--- config.mk ---
export PLATFORM = sky130hd
export DESIGN_NAME = core_ctrl_fsm_flat
export DESIGN_NICKNAME = d
export VERILOG_FILES = /design/src/rtl/core_ctrl_fsm_pkg.sv /design/src/rtl/core_ctrl_fsm_if.sv /design/src/rtl/core_ctrl_fsm_irq_arbiter.sv /design/src/rtl/core_ctrl_fsm.sv /design/src/flat_wrapper.sv
export SDC_FILE = /design/constraint.sdc
export NUM_CORES = 1
export LEC_CHECK = 0
export BUFFER_PORTS_ARGS = -buffer_cell sky130_fd_sc_hd__buf_2
export CORE_ASPECT_RATIO = 1.1
export CORE_MARGIN = 10
export CORE_UTILIZATION = 49
export CTS_BUF_LIST = sky130_fd_sc_hd__clkbuf_2
export DETAILED_ROUTE_END_ITERATION = 6
export PLACE_DENSITY = 0.91
export SYNTH_ARGS = -nofsm -noshare
export SYNTH_HDL_FRONTEND = slang
export SYNTH_HIERARCHICAL = 1
export SYNTH_SLANG_ARGS = --single-unit
--- constraint.sdc ---
create_clock -name clk -period 2.69 [get_ports clk]
set_input_delay 0.269 -clock clk [delete_from_list [all_inputs] [get_ports clk]]
set_output_delay 0.269 -clock clk [all_outputs]
set_load 0.03 [all_outputs]
--- src/rtl/core_ctrl_fsm_pkg.sv ---
// Shared types and constants for the execution controller: FSM states,
// trap cause indices, PC mux selects and the trap-vector helper.
package ctrl_pkg;

  typedef enum logic [2:0] {
    ST_IDLE     = 3'd0,
    ST_WAIT_LSU = 3'd1,
    ST_WAIT_MC  = 3'd2,
    ST_JUMP_TGT = 3'd3,
    ST_HALTED   = 3'd4
  } ctrl_state_e;

  localparam logic [4:0] CAUSE_ECALL    = 5'd1;
  localparam logic [4:0] CAUSE_ILLEGAL  = 5'd2;
  localparam logic [4:0] CAUSE_IRQ_BASE = 5'd3;

  localparam logic [1:0] PC_BRANCH_JUMP = 2'd0;
  localparam logic [1:0] PC_EPC         = 2'd1;
  localparam logic [1:0] PC_EXCEPTION   = 2'd2;

  // Vector slot address for a cause; callers truncate to their address width.
  function automatic logic [31:0] trap_vector(input logic [31:0] base,
                                              input logic [31:0] stride,
                                              input logic [4:0]  cause);
    return base + stride * {27'd0, cause};
  endfunction

endpackage

--- src/rtl/core_ctrl_fsm_if.sv ---
// Decoder/LSU/ALU-side flags into the controller and PC-mux/RF/CSR controls out.
interface core_ctrl_fsm_if #(
  parameter int ADDR_W  = 32,
  parameter int NUM_IRQ = 4,
  parameter int CNT_W   = 8
);
  logic               inst_valid_i;
  logic               jump_inst_i;
  logic               branch_inst_i;
  logic               comp_result_i;
  logic               ecall_inst_i;
  logic               ebreak_inst_i;
  logic               mret_inst_i;
  logic               illegal_inst_i;
  logic [NUM_IRQ-1:0] irq_i;
  logic [NUM_IRQ-1:0] irq_mask_i;
  logic               mie_i;
  logic               lsu_en_i;
  logic               lsu_done_i;
  logic               lsu_err_i;
  logic               mc_en_i;
  logic               mc_done_i;
  logic               resume_i;
  logic [CNT_W-1:0]   cycle_counter_o;
  logic               deassert_wen_n_o;
  logic               retire_o;
  logic [1:0]         pc_mux_sel_o;
  logic [ADDR_W-1:0]  exc_pc_o;
  logic               save_epc_o;
  logic [4:0]         cause_o;
  logic [NUM_IRQ-1:0] irq_ack_o;
  logic               target_valid_o;
  logic               halted_o;

  modport master (
    output inst_valid_i, jump_inst_i, branch_inst_i, comp_result_i,
           ecall_inst_i, ebreak_inst_i, mret_inst_i, illegal_inst_i,
           irq_i, irq_mask_i, mie_i, lsu_en_i, lsu_done_i, lsu_err_i,
           mc_en_i, mc_done_i, resume_i,
    input  cycle_counter_o, deassert_wen_n_o, retire_o, pc_mux_sel_o,
           exc_pc_o, save_epc_o, cause_o, irq_ack_o, target_valid_o, halted_o
  );

  modport slave (
    input  inst_valid_i, jump_inst_i, branch_inst_i, comp_result_i,
           ecall_inst_i, ebreak_inst_i, mret_inst_i, illegal_inst_i,
           irq_i, irq_mask_i, mie_i, lsu_en_i, lsu_done_i, lsu_err_i,
           mc_en_i, mc_done_i, resume_i,
    output cycle_counter_o, deassert_wen_n_o, retire_o, pc_mux_sel_o,
           exc_pc_o, save_epc_o, cause_o, irq_ack_o, target_valid_o, halted_o
  );
endinterface

--- src/rtl/core_ctrl_fsm_irq_arbiter.sv ---
// Masked, globally-gated interrupt priority encoder; the lowest line index wins.
module ctrl_irq_arbiter #(
  parameter int NUM_IRQ = 4
) (
  input  logic [NUM_IRQ-1:0] irq_i,
  input  logic [NUM_IRQ-1:0] mask_i,
  input  logic               en_i,
  output logic               valid_o,
  output logic [3:0]         idx_o,
  output logic [NUM_IRQ-1:0] onehot_o
);
  logic [NUM_IRQ-1:0] pending_s;

  // Isolate the lowest set bit, then encode it.
  always_comb begin
    pending_s = irq_i & mask_i & {NUM_IRQ{en_i}};
    onehot_o  = pending_s & (~pending_s + NUM_IRQ'(1));
    valid_o   = |pending_s;
    idx_o     = 4'd0;
    for (int i = 0; i < NUM_IRQ; i++) begin
      idx_o = idx_o | (onehot_o[i] ? 4'(i) : 4'd0);
    end
  end
endmodule

--- src/rtl/core_ctrl_fsm.sv ---
// Single-issue execution controller: sequences multi-cycle ops, takes vectored
// traps and halts on ebreak. Outputs decode combinationally from state and inputs.
module core_ctrl_fsm
  import ctrl_pkg::*;
#(
  parameter int          ADDR_W      = 32,
  parameter int          NUM_IRQ     = 4,
  parameter logic [31:0] VEC_BASE    = 32'd0,
  parameter logic [31:0] VEC_STRIDE  = 32'd4,
  parameter int          LSU_TIMEOUT = 16,
  parameter int          CNT_W       = 8
) (
  input logic             clk,
  input logic             rst,
  core_ctrl_fsm_if.slave  bus
);
  localparam logic [4:0]       CAUSE_LSU = CAUSE_IRQ_BASE + 5'(NUM_IRQ);
  localparam logic [CNT_W-1:0] CNT_MAX   = '1;
  localparam logic [CNT_W-1:0] TO_LAST   = CNT_W'(LSU_TIMEOUT - 1);
  localparam bit               TO_EN     = (LSU_TIMEOUT != 0);

  ctrl_state_e        state_q, state_d;
  logic [CNT_W-1:0]   cnt_q, cnt_d;
  logic               irq_valid_s;
  logic [3:0]         irq_idx_s;
  logic [NUM_IRQ-1:0] irq_onehot_s;
  logic               trap_s;
  logic [4:0]         trap_cause_s;

  ctrl_irq_arbiter #(.NUM_IRQ(NUM_IRQ)) u_irq_arbiter (
    .irq_i    (bus.irq_i),
    .mask_i   (bus.irq_mask_i),
    .en_i     (bus.mie_i),
    .valid_o  (irq_valid_s),
    .idx_o    (irq_idx_s),
    .onehot_o (irq_onehot_s)
  );

  assign bus.cycle_counter_o = rst ? '0 : cnt_q;

  always_comb begin
    state_d              = state_q;
    trap_s               = 1'b0;
    trap_cause_s         = 5'd0;
    bus.deassert_wen_n_o = 1'b0;
    bus.retire_o         = 1'b0;
    bus.pc_mux_sel_o     = PC_BRANCH_JUMP;
    bus.exc_pc_o         = '0;
    bus.save_epc_o       = 1'b0;
    bus.cause_o          = 5'd0;
    bus.irq_ack_o        = '0;
    bus.target_valid_o   = 1'b0;
    bus.halted_o         = 1'b0;
    if (rst) begin
      state_d = ST_IDLE;
    end else begin
      case (state_q)
        ST_IDLE: begin
          if (bus.inst_valid_i) begin
            if (irq_valid_s) begin
              trap_s        = 1'b1;
              trap_cause_s  = CAUSE_IRQ_BASE + {1'b0, irq_idx_s};
              bus.irq_ack_o = irq_onehot_s;
            end else if (bus.illegal_inst_i) begin
              trap_s       = 1'b1;
              trap_cause_s = CAUSE_ILLEGAL;
            end else if (bus.ecall_inst_i) begin
              trap_s       = 1'b1;
              trap_cause_s = CAUSE_ECALL;
            end else if (bus.ebreak_inst_i) begin
              state_d = ST_HALTED;
            end else if (bus.mret_inst_i) begin
              bus.pc_mux_sel_o   = PC_EPC;
              bus.target_valid_o = 1'b1;
              bus.retire_o       = 1'b1;
            end else if (bus.lsu_en_i) begin
              state_d = ST_WAIT_LSU;
            end else if (bus.mc_en_i) begin
              state_d = ST_WAIT_MC;
            end else if (bus.jump_inst_i) begin
              bus.deassert_wen_n_o = 1'b1;
              state_d              = ST_JUMP_TGT;
            end else if (bus.branch_inst_i) begin
              if (bus.comp_result_i) begin
                state_d = ST_JUMP_TGT;
              end else begin
                bus.retire_o = 1'b1;
              end
            end else begin
              bus.deassert_wen_n_o = 1'b1;
              bus.retire_o         = 1'b1;
            end
          end else begin
          end
        end
        ST_WAIT_LSU: begin
          // Bus error beats a same-cycle done: the loaded data is not trusted.
          if (bus.inst_valid_i) begin
            if (bus.lsu_err_i) begin
              trap_s       = 1'b1;
              trap_cause_s = CAUSE_LSU;
            end else if (bus.lsu_done_i) begin
              bus.deassert_wen_n_o = 1'b1;
              bus.retire_o         = 1'b1;
              state_d              = ST_IDLE;
            end else if (TO_EN && (cnt_q == TO_LAST)) begin
              trap_s       = 1'b1;
              trap_cause_s = CAUSE_LSU;
            end else begin
            end
          end else begin
          end
        end
        ST_WAIT_MC: begin
          if (bus.inst_valid_i && bus.mc_done_i) begin
            bus.deassert_wen_n_o = 1'b1;
            bus.retire_o         = 1'b1;
            state_d              = ST_IDLE;
          end else begin
          end
        end
        ST_JUMP_TGT: begin
          if (bus.inst_valid_i) begin
            bus.target_valid_o   = 1'b1;
            bus.retire_o         = 1'b1;
            bus.deassert_wen_n_o = bus.jump_inst_i;
            state_d              = ST_IDLE;
          end else begin
          end
        end
        ST_HALTED: begin
          bus.halted_o = 1'b1;
          if (bus.resume_i) begin
            bus.retire_o = 1'b1;
            state_d      = ST_IDLE;
          end else begin
          end
        end
        default: begin
          state_d = ST_IDLE;
        end
      endcase
      if (trap_s) begin
        bus.pc_mux_sel_o   = PC_EXCEPTION;
        bus.target_valid_o = 1'b1;
        bus.save_epc_o     = 1'b1;
        bus.cause_o        = trap_cause_s;
        bus.exc_pc_o       = ADDR_W'(trap_vector(VEC_BASE, VEC_STRIDE, trap_cause_s));
        state_d            = ST_IDLE;
      end else begin
      end
    end
    // Counter tracks dwell in the current non-IDLE state and saturates.
    if ((state_q == ST_IDLE) || (state_d == ST_IDLE)) begin
      cnt_d = '0;
    end else if ((bus.inst_valid_i || (state_q == ST_HALTED)) && (cnt_q != CNT_MAX)) begin
      cnt_d = cnt_q + CNT_W'(1);
    end else begin
      cnt_d = cnt_q;
    end
  end

  // State and dwell counter registers.
  always_ff @(posedge clk) begin
    if (rst) begin
      state_q <= ST_IDLE;
      cnt_q   <= '0;
    end else begin
      state_q <= state_d;
      cnt_q   <= cnt_d;
    end
  end
endmodule
--- src/flat_wrapper.sv ---
// flat-port wrapper written by rule: the top's interface ports become plain ports
module core_ctrl_fsm_flat import ctrl_pkg::*;
#(
  parameter int          ADDR_W      = 32,
  parameter int          NUM_IRQ     = 4,
  parameter logic [31:0] VEC_BASE    = 32'd0,
  parameter logic [31:0] VEC_STRIDE  = 32'd4,
  parameter int          LSU_TIMEOUT = 16,
  parameter int          CNT_W       = 8
)
  (clk, rst, bus_inst_valid_i, bus_jump_inst_i, bus_branch_inst_i, bus_comp_result_i, bus_ecall_inst_i, bus_ebreak_inst_i, bus_mret_inst_i, bus_illegal_inst_i, bus_irq_i, bus_irq_mask_i, bus_mie_i, bus_lsu_en_i, bus_lsu_done_i, bus_lsu_err_i, bus_mc_en_i, bus_mc_done_i, bus_resume_i, bus_cycle_counter_o, bus_deassert_wen_n_o, bus_retire_o, bus_pc_mux_sel_o, bus_exc_pc_o, bus_save_epc_o, bus_cause_o, bus_irq_ack_o, bus_target_valid_o, bus_halted_o);
  core_ctrl_fsm_if #(.ADDR_W(ADDR_W), .NUM_IRQ(NUM_IRQ), .CNT_W(CNT_W)) bus_i ();
  input logic clk;
  input logic rst;
  input wire logic [$bits(bus_i.inst_valid_i)-1:0] bus_inst_valid_i;
  input wire logic [$bits(bus_i.jump_inst_i)-1:0] bus_jump_inst_i;
  input wire logic [$bits(bus_i.branch_inst_i)-1:0] bus_branch_inst_i;
  input wire logic [$bits(bus_i.comp_result_i)-1:0] bus_comp_result_i;
  input wire logic [$bits(bus_i.ecall_inst_i)-1:0] bus_ecall_inst_i;
  input wire logic [$bits(bus_i.ebreak_inst_i)-1:0] bus_ebreak_inst_i;
  input wire logic [$bits(bus_i.mret_inst_i)-1:0] bus_mret_inst_i;
  input wire logic [$bits(bus_i.illegal_inst_i)-1:0] bus_illegal_inst_i;
  input wire logic [$bits(bus_i.irq_i)-1:0] bus_irq_i;
  input wire logic [$bits(bus_i.irq_mask_i)-1:0] bus_irq_mask_i;
  input wire logic [$bits(bus_i.mie_i)-1:0] bus_mie_i;
  input wire logic [$bits(bus_i.lsu_en_i)-1:0] bus_lsu_en_i;
  input wire logic [$bits(bus_i.lsu_done_i)-1:0] bus_lsu_done_i;
  input wire logic [$bits(bus_i.lsu_err_i)-1:0] bus_lsu_err_i;
  input wire logic [$bits(bus_i.mc_en_i)-1:0] bus_mc_en_i;
  input wire logic [$bits(bus_i.mc_done_i)-1:0] bus_mc_done_i;
  input wire logic [$bits(bus_i.resume_i)-1:0] bus_resume_i;
  output wire logic [$bits(bus_i.cycle_counter_o)-1:0] bus_cycle_counter_o;
  output wire logic [$bits(bus_i.deassert_wen_n_o)-1:0] bus_deassert_wen_n_o;
  output wire logic [$bits(bus_i.retire_o)-1:0] bus_retire_o;
  output wire logic [$bits(bus_i.pc_mux_sel_o)-1:0] bus_pc_mux_sel_o;
  output wire logic [$bits(bus_i.exc_pc_o)-1:0] bus_exc_pc_o;
  output wire logic [$bits(bus_i.save_epc_o)-1:0] bus_save_epc_o;
  output wire logic [$bits(bus_i.cause_o)-1:0] bus_cause_o;
  output wire logic [$bits(bus_i.irq_ack_o)-1:0] bus_irq_ack_o;
  output wire logic [$bits(bus_i.target_valid_o)-1:0] bus_target_valid_o;
  output wire logic [$bits(bus_i.halted_o)-1:0] bus_halted_o;
  assign bus_i.inst_valid_i = bus_inst_valid_i;
  assign bus_i.jump_inst_i = bus_jump_inst_i;
  assign bus_i.branch_inst_i = bus_branch_inst_i;
  assign bus_i.comp_result_i = bus_comp_result_i;
  assign bus_i.ecall_inst_i = bus_ecall_inst_i;
  assign bus_i.ebreak_inst_i = bus_ebreak_inst_i;
  assign bus_i.mret_inst_i = bus_mret_inst_i;
  assign bus_i.illegal_inst_i = bus_illegal_inst_i;
  assign bus_i.irq_i = bus_irq_i;
  assign bus_i.irq_mask_i = bus_irq_mask_i;
  assign bus_i.mie_i = bus_mie_i;
  assign bus_i.lsu_en_i = bus_lsu_en_i;
  assign bus_i.lsu_done_i = bus_lsu_done_i;
  assign bus_i.lsu_err_i = bus_lsu_err_i;
  assign bus_i.mc_en_i = bus_mc_en_i;
  assign bus_i.mc_done_i = bus_mc_done_i;
  assign bus_i.resume_i = bus_resume_i;
  assign bus_cycle_counter_o = bus_i.cycle_counter_o;
  assign bus_deassert_wen_n_o = bus_i.deassert_wen_n_o;
  assign bus_retire_o = bus_i.retire_o;
  assign bus_pc_mux_sel_o = bus_i.pc_mux_sel_o;
  assign bus_exc_pc_o = bus_i.exc_pc_o;
  assign bus_save_epc_o = bus_i.save_epc_o;
  assign bus_cause_o = bus_i.cause_o;
  assign bus_irq_ack_o = bus_i.irq_ack_o;
  assign bus_target_valid_o = bus_i.target_valid_o;
  assign bus_halted_o = bus_i.halted_o;
  core_ctrl_fsm #(.ADDR_W(ADDR_W), .NUM_IRQ(NUM_IRQ), .VEC_BASE(VEC_BASE), .VEC_STRIDE(VEC_STRIDE), .LSU_TIMEOUT(LSU_TIMEOUT), .CNT_W(CNT_W)) u_core (.clk(clk), .rst(rst), .bus(bus_i));
endmodule
==> impl_metrics.yaml <==
clock_network:
  ctsHoldBuffers: 0
  postCtsSetupBuffers: 0
  h-tree-depth: 1
  insertion_delay_ps: 260
  cts_made_buffers: 3
  cts_tree: "built"
  root_buffer: "clkbuf_2"
  clk_path_buf_depth: 2
  cts.repair.resized: 0
  clkTransAtPathRegs_ps: 100
  clock_sinks: 11
min_path:
  min_delay_path_depth: 3
  min_to: "u_core/state_q[2]"
  hold_path.class: "input port to register"
  min_from: "bus_ebreak_inst_i"
run_status:
  status: "finished, final reports clean"
final_layout:
  diodes: 0
  nFillCells: 290
  nets: 260
  final_layout_size_suffix_gt1_frac: 0.280
  post-route-util: 0.552
  design_area_mm2: 0.00152
  area_delta_synth_final_pct: 8.39
logic_synthesis:
  syn-cell-area_mm2: 0.00140
  yosysMostFrequentCell: "buf_4"
  synthFlopType: "dfxtp_1"
  syn_avg_cell_area_um2: 7.30
  synthTopCellsByArea: "buf_4 (19%), dfxtp_1 (16%), nor2_1 (5.6%), nor2b_1 (4.5%), xnor2_1 (4.4%)"
  yosysSeqAreaShare: 0.157
  ys_ff_latch: 11
  synth_cell_type_count: 49
  synthCells: 192
  ys_top_cells_by_count: "buf_4 (36), nor2_1 (21), dfxtp_1 (11)"
  synth_top_cell_area_share: 0.193
  ys_warn_count: 6
  synthArstFlopShare: 0
  synth_top_area_cell: "buf_4"
  synth_edf_count: 0
power_and_ir_drop:
  leakagePower_uw: 0.000721
  clockPowerShare: 0.217
  switching_power_uw: 182
  p_int_uw: 247
  power_density_mw_per_mm2: 283
  swShare: 0.425
  power_frac_seq: 0.384
  comb_power_share: 0.399
  peakVddDrop_uv: 234
die:
  pin_count: 81
  dieArea_mm2: 0.00540
  core_mm2: 0.00275
  row_count: 20
  die_h_um: 76.1
  initial_core_util: 0.509
  die_x_um: 71.0
timing:
  fin_crit_sh: 0.938
  min_period_ps: 2520
  relSlewSlack: 0.579
  setup_viol_count_final: 0
  finClkSkew_ps: 5.90
  fmax_mhz: 396
  fin_ws_ps: 166
  hold_violations: 0
  final_max_slew_viol_count: 0
  worstMarginPinSlew_ps: 628
  whs_ps: 373
  rsz0062_at_grt: "no"
  finalSetupTns_ps: 0
worst_setup_path:
  timing.reg2reg.setup_slack_ps: 680
  cp-start-kind: "register"
  rr_startpoint: "u_core/state_q[2]"
  endpoint_kind: "primary output"
  cp_data_arrival_time_ps: 2250
  worstRegToRegCells: 5
  regToRegEndpoint: "u_core/cnt_q[5]"
  critPathMaxFanout: 5
  worstPathRequired_ps: 2420
  criticalPathCategory: "register to primary output"
place:
  dpl.hpwl_mm: 3.19
  pre_cts_ws_ps: 535
  portBuffers: 49
  place.gp.congestion: 0.869
  place_area_mm2: 0.00150
global_route:
  gr-total-overflow: 0
  grt_max_degree: 19
  grt_pass1_wl_mm: 5.97
  grt_pass1_vias: 1358
  antenna_found_initial: 0
  grt_usage: 0.125
drt:
  ant_nets: 0
  drc: 0
  wl_per_cell_um: 14.4
  dr_total_vias: 1396
  post_drt_via_cell_ratio: 5.27
  drtIter0Drc: 70
  routed_wirelength_mm: 3.83
  drt_pre_antenna_iters: 4
flow_run:
  drv_cap: 0
## cell families (layout without fill, tap and decap cells)
family                   Yosys count  in the layout  share of synthesized area
AO/OA/AOI/OAI                     36             36                      0.184
XOR/XNOR                           9              9                     0.0563
other                              2             29                    0.00536
buffers and inverters             48             61                      0.231
AND/OR/NAND/NOR                   83             83                      0.341
adder cells (fa/ha/maj)            2              2                     0.0179
multiplexers                       1              1                    0.00714
flip-flops                        11             11                      0.157
## metal layers
| metal | GRT usage | wire [um] | vias up |
|---|---|---|---|
| met5 | 0 | 0 | - |
| met4 | 0.0349 | 24 | 0 |
| met3 | 0.0443 | 381 | 4 |
| met2 | 0.234 | 1990 | 69 |
| met1 | 0.124 | 1430 | 634 |
| li1 | - | - | 689 |
## critical path, stage by stage (launching register included)
cell	delay, ps
dfxtp_1	410
ha_1	250
and3_1	220
a31oi_1	150
or3_1	400
o31a_1	180
nor2_1	160
buf_2	230
## worst max-delay path by stage
stage | start | endpoint | slack [ps] | cells after the start
after global placement | u_core/cnt_q[0] | bus_pc_mux_sel_o[1] | 570 | 7
final | u_core/cnt_q[0] | bus_save_epc_o | 170 | 7
after detailed placement | u_core/cnt_q[0] | bus_pc_mux_sel_o[1] | 530 | 7
after floorplan | u_core/cnt_q[0] | bus_pc_mux_sel_o[1] | 380 | 7
after global routing | u_core/cnt_q[0] | bus_pc_mux_sel_o[1] | 30 | 7
after CTS | u_core/cnt_q[0] | bus_pc_mux_sel_o[1] | 180 | 7
## cell type report
type / instances / area (um^2) / area share
multi-input combinational: 160 / 958 / 0.631
timing repair buffer: 50 / 253 / 0.166
tap: 33 / 41.3 / 0.0272
clock buffer: 4 / 20.0 / 0.0132
sequential: 11 / 220 / 0.145
inverter: 7 / 26.3 / 0.0173
## power by group through the flow
stage	Combinational, uW	Sequential, uW	Clock [uW]
after CTS	168	165	94.2
final	171	165	93.1
after floorplan	163	167	0
after detailed placement	168	169	0
after global placement	165	169	0
after global routing	185	165	101
## per-stage QoR
step	total power, uW	std cells
after floorplan	330	219
after global placement	334	261
after detailed placement	336	261
after CTS	427	265
after global routing	451	265
final	429	265
## sequential cells by signal, indices dropped and copies added (netlist names)
| register | count |
|---|---|
| u_core/state_q | 3 |
| u_core/cnt_q | 8 |
## cells in the final DEF (no fill, tap or decap), drive strengths merged, types with 2 or more instances in the layout
cell	n
o21ai	7
inv	7
or3	2
o211ai	2
ha	2
nand2	10
nand3	8
nor2b	10
o22ai	2
a211oi	2
xor2	2
a21oi	7
nor4	2
conb	29
a31oi	3
nor3b	3
nor3	6
clkbuf	4
nand2b	2
and3	3
a2111oi	3
buf	50
and2	7
nor2	21
dfxtp	11
o31ai	3
xnor2	7
nand4b	2
nor4b	3
Power figures use the tool's default switching activity.
